### config.mk
export PLATFORM = sky130hd
export DESIGN_NAME = inv_expand
export DESIGN_NICKNAME = d
export VERILOG_FILES = /design/src/rtl/inv_expand.sv
export SDC_FILE = /design/constraint.sdc
export NUM_CORES = 2
export LEC_CHECK = 0
export CORE_UTILIZATION = 50
export CTS_CLUSTER_DIAMETER = 50
export CTS_CLUSTER_SIZE = 8
export DETAILED_ROUTE_END_ITERATION = 6
export GPL_ROUTABILITY_DRIVEN = 0
export PLACE_DENSITY = 0.67
export SYNTH_ARGS = -nofsm -noshare
export SYNTH_HDL_FRONTEND = slang
export SYNTH_SLANG_ARGS = --single-unit
### constraint.sdc
create_clock -name clk -period 23.1 [get_ports clk]
set_input_delay 2.31 -clock clk [delete_from_list [all_inputs] [get_ports clk]]
set_output_delay 2.31 -clock clk [all_outputs]
set_load 0.005 [all_outputs]
### src/rtl/inv_expand.sv
// AES-128 reverse-order key schedule: runs the forward expansion up to round key 10,
// then walks back to round key 0 with the inverse recurrence, one key per handshake.

module rotate #(
    parameter int SHIFT = 1,
    parameter int N     = 4,
    parameter int W     = 8
) (
    input  logic [N*W-1:0] a,
    output logic [N*W-1:0] y
);
    // left rotate by SHIFT elements of W bits; element 0 sits in the MSBs
    assign y = {a[N*W-SHIFT*W-1:0], a[N*W-1 -: SHIFT*W]};
endmodule

module subword (
    input  logic [31:0] a,
    output logic [31:0] y
);
    function automatic logic [7:0] gf_dbl(input logic [7:0] x);
        return {x[6:0], 1'b0} ^ (x[7] ? 8'h1b : 8'h00);
    endfunction

    function automatic logic [7:0] gf_mul(input logic [7:0] x, input logic [7:0] m);
        logic [7:0] acc;
        logic [7:0] cur;
        acc = 8'h00;
        cur = x;
        for (int i = 0; i < 8; i++) begin
            if (m[i])
                acc = acc ^ cur;
            cur = gf_dbl(cur);
        end
        return acc;
    endfunction

    // S-box computed as x^254 (multiplicative inverse, 0 -> 0) followed by the affine map
    function automatic logic [7:0] sbox(input logic [7:0] x);
        logic [7:0] sq;
        logic [7:0] inv;
        sq  = x;
        inv = 8'h01;
        for (int i = 1; i < 8; i++) begin
            sq  = gf_mul(sq, sq);
            inv = gf_mul(inv, sq);
        end
        return inv ^ {inv[6:0], inv[7]} ^ {inv[5:0], inv[7:6]}
                   ^ {inv[4:0], inv[7:5]} ^ {inv[3:0], inv[7:4]} ^ 8'h63;
    endfunction

    assign y = {sbox(a[31:24]), sbox(a[23:16]), sbox(a[15:8]), sbox(a[7:0])};
endmodule

// state | meaning
// IDLE  | waiting for start, outputs quiet
// FWD   | forward expansion from the cipher key towards round key 10
// BWD   | presenting round keys 10..0, one step back per ready
module inv_expand #(
    parameter int NR = 10
) (
    input  logic         clk,
    input  logic         reset,
    input  logic         start,
    input  logic [127:0] key,
    input  logic         ready,
    output logic [127:0] roundKey,
    output logic         valid,
    output logic [3:0]   round,
    output logic         busy
);
    typedef enum logic [1:0] {IDLE, FWD, BWD} state_t;

    state_t       state, state_nx;
    logic [127:0] block, block_nx;
    logic [7:0]   rcon, rcon_nx;
    logic [3:0]   round_q, round_nx;

    logic [31:0] c0, c1, c2, c3;
    logic [31:0] n0, n1, n2, n3;
    logic [31:0] p0, p1, p2, p3;
    logic [31:0] sub_in, rot_out, sub_out;

    function automatic logic [7:0] xtime(input logic [7:0] x);
        return {x[6:0], 1'b0} ^ (x[7] ? 8'h1b : 8'h00);
    endfunction

    function automatic logic [7:0] invxtime(input logic [7:0] x);
        logic [7:0] t;
        t = x ^ 8'h1b;
        return x[0] ? ({1'b0, t[7:1]} | 8'h80) : {1'b0, x[7:1]};
    endfunction

    assign {c0, c1, c2, c3} = block;

    assign p3 = c3 ^ c2;
    assign p2 = c2 ^ c1;
    assign p1 = c1 ^ c0;

    // one S-box path shared by both directions: FWD substitutes c3, BWD substitutes p3
    assign sub_in = (state == BWD) ? p3 : c3;

    rotate #(1, 4, 8) u_rot (
        .a (sub_in),
        .y (rot_out)
    );

    subword u_sub (
        .a (rot_out),
        .y (sub_out)
    );

    assign n0 = c0 ^ sub_out ^ {rcon, 24'h000000};
    assign n1 = c1 ^ n0;
    assign n2 = c2 ^ n1;
    assign n3 = c3 ^ n2;
    assign p0 = c0 ^ sub_out ^ {rcon, 24'h000000};

    always_ff @(posedge clk) begin
        if (!reset) begin
            state   <= IDLE;
            block   <= '0;
            rcon    <= 8'h01;
            round_q <= '0;
        end else begin
            state   <= state_nx;
            block   <= block_nx;
            rcon    <= rcon_nx;
            round_q <= round_nx;
        end
    end

    always_comb begin
        state_nx = state;
        block_nx = block;
        rcon_nx  = rcon;
        round_nx = round_q;
        case (state)
            IDLE: begin
                if (start) begin
                    block_nx = key;
                    round_nx = '0;
                    rcon_nx  = 8'h01;
                    state_nx = FWD;
                end
            end
            FWD: begin
                block_nx = {n0, n1, n2, n3};
                round_nx = round_q + 4'd1;
                if (round_q == 4'(NR - 1))
                    state_nx = BWD;
                else
                    rcon_nx = xtime(rcon);
            end
            BWD: begin
                if (ready) begin
                    if (round_q != 4'd0) begin
                        block_nx = {p0, p1, p2, p3};
                        round_nx = round_q - 4'd1;
                        rcon_nx  = invxtime(rcon);
                    end else begin
                        block_nx = '0;
                        state_nx = IDLE;
                    end
                end
            end
            default: begin
                state_nx = IDLE;
            end
        endcase
    end

    assign valid    = (state == BWD);
    assign busy     = (state != IDLE);
    assign roundKey = valid ? block : '0;
    assign round    = busy ? round_q : 4'd0;
endmodule

Yosys cells after proc, flatten, opt, wreduce, memory -nomap -nowiden
Cells that the tools add are included.
{"block": "word_totals", "input_bits": 132, "output_inout_bits": 134, "word_cells": 1644, "ff_bits": 142}
{"block": "classes", "n_bitwise": 786, "n_mux": 835, "addsub": 2, "n_reduce_logical": 8, "eq_ne": 9}
{"cell": "bitwise XOR 8 bit", "n": 744}
{"cell": "two-way mux 8 bit", "n": 425}
{"cell": "two-way mux 5 bit", "n": 369}
{"cell": "two-way mux 128 bit", "n": 4}
{"cell": "case mux 128 bit (3 select lines)", "n": 1}
{"cell": "bitwise XOR 32 bit", "n": 8}
{"cell": "two-way mux 32 bit", "n": 1}
{"cell": "two-way mux 4 bit", "n": 8}
{"cell": "two-way mux 7 bit", "n": 4}
{"cell": "NOT 1 bit (first input constant)", "n": 28}
{"cell": "two-way mux 6 bit", "n": 4}
{"cell": "case mux 8 bit (3 select lines)", "n": 1}
{"cell": "NOT 4 bit", "n": 5}
{"cell": "two-way mux 2 bit", "n": 8}
{"cell": "two-way mux 3 bit", "n": 4}
{"cell": "case mux 4 bit (3 select lines)", "n": 1}
{"cell": "inequality test 2 bit (second input constant)", "n": 5}
{"cell": "AND reduction 4 bit", "n": 2}
{"cell": "bitwise XOR 8 x 5 -> 8 bit", "n": 1}
{"cell": "case mux 2 bit (3 select lines)", "n": 1}
{"cell": "AND reduction 5 bit", "n": 1}
{"cell": "adder 4 x 1 -> 4 bit (second input constant)", "n": 1}
{"cell": "== test 4 bit (second input constant)", "n": 1}
{"cell": "two-way mux 1 bit", "n": 4}
{"cell": "other kinds (9)", "n": 9}

Longest topological paths before layout
{"block": "depth", "word_depth": 140, "depth_mapped": 84, "depth_no_buf": 61}

Modules after synthesis
From an unflattened synthesis, not the netlist that was laid out.
{"block": "unflattened", "hier_cells": 9417, "hier_area_um2": 68537.0}
{"module": "subword", "seq_area_each_um2": 0.0, "cells_each": 7927, "n_inst": 1, "area_per_inst_um2": 57337.5}
{"module": "inv_expand", "seq_area_each_um2": 2842.7, "cells_each": 1458, "n_inst": 1, "area_per_inst_um2": 10959.3}
{"module": "rotate", "seq_area_each_um2": 0.0, "cells_each": 32, "n_inst": 1, "area_per_inst_um2": 240.2}

Worst setup path after synthesis
Ideal clock, no wire load.
{"block": "synth_timing", "path_kind": "register -> register", "start": "register state[0]", "end": "register block[29]", "setup_ns": 0.132, "path_stages_with_launch": 79, "period_less_slack_ns": 18.440, "arrival_ns": 18.309, "setup_slack_ns": 4.660, "n_path_buf": 21, "path_cell_list": "dfxtp_1 > inv_1 > ha_1 > buf_6 > buf_6 > buf_6 > buf_8 > buf_8 > buf_6 > buf_6 > buf_6 > buf_4 > buf_6 > buf_2 > buf_2 > buf_1 > nand2_1 > nand2_1 > [43 not listed] > xnor3_1 > a21oi_1 > xor2_1 > xnor3_1 > xor2_2 > xnor2_4 > xnor2_2 > xor2_1 > nand2_1 > xnor2_1 > xnor3_1 > xnor2_1 > xnor2_2 > xnor3_1 > xnor3_2 > xnor3_1 > a221oi_1 > nor4_1"}
{"block": "synth_between", "elab_chain_cells": 137, "elab_cells_between_ends": 404, "classes_between": "eq/ne: 4; mux: 205; bitwise: 192; reduce/logical: 3"}
{"item": "start, declared", "line_no": "73", "source": "state_t state, state_nx;"}
{"item": "start signal, assigned", "line_no": "125", "source": "state <= state_nx;"}
{"item": "== test 2 bit (*)"}
{"item": "net valid", "line_no": "67", "source": "output logic valid,"}
{"item": "two-way mux 32 bit", "line_no": "100", "source": "assign sub_in = (state == BWD) ? p3 : c3;"}
{"item": "two-way mux 5 bit (tied with other cells)", "line_no": "21", "source": "return {x[6:0], 1'b0} ^ (x[7] ? 8'h1b : 8'h00);"}
{"item": "bitwise XOR 8 bit (on tied branches)", "line_no": "21, 31"}
{"item": "bitwise XOR 8 bit or two-way mux 8 bit (tied branches)", "line_no": "31, 30"}
{"item": "two-way mux 8 bit or bitwise XOR 8 bit (tied branches)", "line_no": "30, 31"}
{"item": "bitwise XOR 8 bit or two-way mux 8 bit (tied branches)", "line_no": "31, 30"}
{"item": "[119 not listed]"}
{"item": "bitwise XOR 8 bit (2 in series)", "line_no": "47", "source": "return inv ^ {inv[6:0], inv[7]} ^ {inv[5:0], inv[7:6]}"}
{"item": "bitwise XOR 8 bit (2 in series)", "line_no": "48", "source": "^ {inv[4:0], inv[7:5]} ^ {inv[3:0], inv[7:4]} ^ 8'h63;"}
{"item": "NOT 4 bit (no line)"}
{"item": "bitwise XOR 32 bit (2 in series)", "line_no": "112", "source": "assign n0 = c0 ^ sub_out ^ {rcon, 24'h000000};"}
{"item": "bitwise XOR 32 bit", "line_no": "113", "source": "assign n1 = c1 ^ n0;"}
{"item": "bitwise XOR 32 bit", "line_no": "114", "source": "assign n2 = c2 ^ n1;"}
{"item": "bitwise XOR 32 bit", "line_no": "115", "source": "assign n3 = c3 ^ n2;"}
{"item": "case mux 128 bit (3 select lines)", "line_no": "137", "source": "case (state)"}
{"item": "end signal, assigned", "line_no": "126", "source": "block <= block_nx;"}
{"item": "end, declared", "line_no": "74", "source": "logic [127:0] block, block_nx;"}
The timed path passes the listed nets; every way through them passes the cells marked *.
A chain may end at the register's enable or synchronous reset.

Worst setup path in the final report
{"block": "layout_timing", "start": "register state[0]", "end": "register block[29]"}
{"block": "layout_between", "elab_chain_cells": 137, "elab_cells_between_ends": 404, "classes_between": "eq/ne: 4; mux: 205; bitwise: 192; reduce/logical: 3"}
{"item": "== test 2 bit", "line_no": "100, 137"}
{"item": "two-way mux 32 bit", "line_no": "100"}
{"item": "two-way mux 5 bit (tied with other cells)", "line_no": "21"}
{"item": "bitwise XOR 8 bit (on tied branches)", "line_no": "21, 31"}
{"item": "bitwise XOR 8 bit or two-way mux 8 bit (tied branches)", "line_no": "31, 30"}
{"item": "two-way mux 8 bit or bitwise XOR 8 bit (tied branches)", "line_no": "30, 31"}
{"item": "bitwise XOR 8 bit or two-way mux 8 bit (tied branches)", "line_no": "31, 30"}
{"item": "two-way mux 8 bit or bitwise XOR 8 bit (tied branches)", "line_no": "30, 31"}
{"item": "[118 not listed]"}
{"item": "bitwise XOR 8 bit (2 in series)", "line_no": "47"}
{"item": "bitwise XOR 8 bit (2 in series)", "line_no": "48"}
{"item": "NOT 4 bit (no line)"}
{"item": "bitwise XOR 32 bit (2 in series)", "line_no": "112"}
{"item": "bitwise XOR 32 bit", "line_no": "113"}
{"item": "bitwise XOR 32 bit", "line_no": "114"}
{"item": "bitwise XOR 32 bit", "line_no": "115"}
{"item": "case mux 128 bit (3 select lines)", "line_no": "137"}
Parallel ways exist; a longest one is shown, timed or not.

==> results.py <==
metrics = {
    "status": {
        "status": "finished, violations left",
        "violations": "DRC",
    },
    "timing": {
        "hold_violations": 0,
        "rsz0062_at_grt": "false",
        "max_slew_margin": 0.154,
        "fmax_mhz": 48.2,
        "clock_skew_ns": 0.0333,
        "worst_slew_pin_slew_ns": 1.26,
        "slew_violations": 0,
        "whs_ns": 0.515,
        "fin_tns_setup_ns": 0,
        "setup_violations": 0,
        "period_needed_ns": 20.73,
        "period_share": 0.897,
    },
    "logic_synthesis": {
        "synth_warnings": 0,
        "synth_edf_count": 0,
        "synth_cell_types": 130,
        "async_flop_share": 0,
        "ys_seq_area_frac": 0.0397,
        "syn_area_um2": 71700,
        "synthTopCellsByArea": "xnor2_1, xnor3_1, nor2_1",
        "synth_top_area_frac": 0.203,
        "postSynthCellCount": 9598,
        "synth_area_per_cell_um2": 7.47,
        "synth_top_area_cell": "xnor2_1",
        "syn_nets": 9756,
        "synthFlopType": "dfxtp_1",
        "ys_ff_latch": 142,
    },
    "grt": {
        "grt_pass1_wl_mm": 382,
        "grt_max_degree": 98,
        "grt.total_usage": 0.323,
        "grt_pass1_vias": 64900,
        "antenna_found_initial": 27,
        "grt_overflow": 0,
    },
    "routing": {
        "drc": 2,
        "drt-total-wl_mm": 246,
        "viasPerCell": 6.26,
        "ant_nets": 0,
        "dr.pass1.iters": 7,
        "wl_per_cell_um": 21.7,
        "num_vias": 70900,
        "drt_iter0_drc": 8228,
    },
    "critical_path": {
        "crit_fanout": 86,
        "path_common_cell": "xnor3_1",
        "cp_data_arrival_time_ns": 21.06,
        "cp_slowest_cell": "xnor3_1",
        "required_ns": 23.43,
        "cp-end-kind": "flop",
        "crit_buf_inv": 4,
        "crit_end": "block[29]$_SDFFE_PN0P_",
        "cp-start-kind": "flop",
        "r2r_start": "state[0]$_SDFFE_PN0P_",
        "rrSetupSlack_ns": 2.37,
        "reg2regPathDepth": 58,
        "startpoint": "state[0]$_SDFFE_PN0P_",
        "r2r_end": "block[29]$_SDFFE_PN0P_",
        "cp_num_cells": 58,
        "crit_family": "XOR/XNOR gates",
        "critPathMaxStageDelay_ns": 0.83,
        "critPathKind": "flop to flop",
    },
    "worst_hold_path": {
        "hold_start": "block[123]$_SDFFE_PN0P_",
        "holdCritPathClass": "flop to flop",
    },
    "clock_tree": {
        "clock_sinks": 142,
        "clk_pin_slew_ns": 0.05,
        "cts_made_buffers": 25,
        "clock_latency_ns": 0.51,
        "holdBufCountCts": 0,
        "post_cts_buffers": 0,
        "cts-root-buf": "clkbuf_16",
        "cts_resized": 0,
        "htreeDepth": 4,
        "clk_path_buf_depth": 3,
        "cts_tree": "yes",
    },
    "floorplanning": {
        "rows": 138,
        "die-area_um2": 145000,
        "die_y_um": 381,
        "core_area_um2": 142000,
        "initial_core_util": 0.505,
        "io_pins": 266,
        "fp.dieW_um": 381,
    },
    "place": {
        "place_inst": 11300,
        "placed_area_um2": 76000,
        "post-dp-hpwl_mm": 183,
        "io_buffers": 265,
    },
    "layout": {
        "nets": 9589,
        "syn2layout_area_growth_pct": 7.00,
        "finalInstanceArea_um2": 76700,
        "drive_gt1_frac": 0.0795,
        "fin_cells": 11300,
    },
    "flow_run": {
        "maxCapViolCount": 0,
    },
}
-- how the worst min path moves through the flow --
stage / endpoint / depth (start not counted)
2_1_floorplan: block[112]$_SDFFE_PN0P_ / 2
3_3_place_gp: block[124]$_SDFFE_PN0P_ / 2
3_5_place_dp: block[123]$_SDFFE_PN0P_ / 2
4_1_cts: block[123]$_SDFFE_PN0P_ / 2
5_1_grt: block[123]$_SDFFE_PN0P_ / 2
6_report: block[123]$_SDFFE_PN0P_ / 2
-- state kept, by name, indices dropped and copies added (netlist names) --
signal	cells
block	128
rcon	8
round_q	4
state	2
-- per-stage QoR --
stage,setup slack (ns),utilization
after floorplan,4.66,-
after global placement,3.26,0.535
after detailed placement,2.84,0.535
after CTS,2.68,0.540
after global routing,1.17,0.540
final,2.37,0.540
-- cell families (layout without fill, tap and decap cells) --
group                    count (synthesis)  in the layout  share of synthesized area
AND/OR/NAND/NOR                       3395           3395                      0.216
XOR/XNOR                              2789           2789                      0.453
AO/OA/AOI/OAI                         2078           2078                      0.190
buffers and inverters                  852            690                     0.0505
multiplexers                           312            312                     0.0456
flip-flops                             142            142                     0.0397
adder cells (fa/ha/maj)                 30             30                    0.00520
other                                    0             12                          0
-- worst reg2reg max path, delay by kind of cell, from the launching register on --
family / cells / cell delay (ns)
AO/OA/AOI/OAI: 7 / 1.38
multiplexers: 1 / 0.16
flip-flops: 1 / 0.35
AND/OR/NAND/NOR: 8 / 1.60
adder cells (fa/ha/maj): 3 / 1.51
XOR/XNOR: 35 / 14.01
buffers and inverters: 4 / 1.51
-- cells in the mapped netlist, drive strengths merged (61+ instances only) --
library cell and count:
a211oi 106, a21oi 526, a221oi 62, a22oi 76, and2 183, and3 86
buf 253, clkbuf 456, dfxtp 142, inv 134, mux2 61, mux2i 247
nand2 972, nand2b 91, nand3 214, nor2 1215, nor3 281, nor4 65
o211ai 83, o21ai 511, o22ai 145, xnor2 1781, xnor3 408, xor2 545
-- cells in the final DEF, fill, tap and decap left out, drive strengths merged, types with 43 or more instances in the layout --
cell           instances
a211oi               106
a21o                  43
a21oi                526
a221oi                62
a22oi                 76
a31oi                 59
a32oi                 48
and2                 183
and3                  86
buf                  250
clkdlybuf4s50        265
dfxtp                142
inv                  133
mux2                  61
mux2i                247
nand2                972
nand2b                91
nand3                214
nor2                1215
nor2b                 55
nor3                 281
nor4                  65
o211ai                83
o21ai                511
o22ai                145
or2                   43
or3                   50
xnor2               1781
xnor3                408
xor2                 545
xor3                  55
-- layout make-up --
class	count	area, um^2
Antenna cell	12	30.0
Sequential cell	142	2840
Fill cell	13400	65200
Tap cell	1890	2360
Clock buffer	30	664
Clock inverter	2	35.0
Multi-Input combinational cell	8604	65700
Inverter	143	541
Timing Repair Buffer	515	4530
-- layer usage --
layer / up-vias / wire length, um / track usage
met2: 3664 / 108000 / 0.494
met5: - / 86 / 0
li1: 33000 / - / -
met3: 442 / 25300 / 0.0556
met1: 33800 / 104000 / 0.453
met4: 16 / 9040 / 0.118
Power is left out: the tool's default activity adds up to more than one toggle a clock period on the data nets, which glitch-free logic cannot reach.
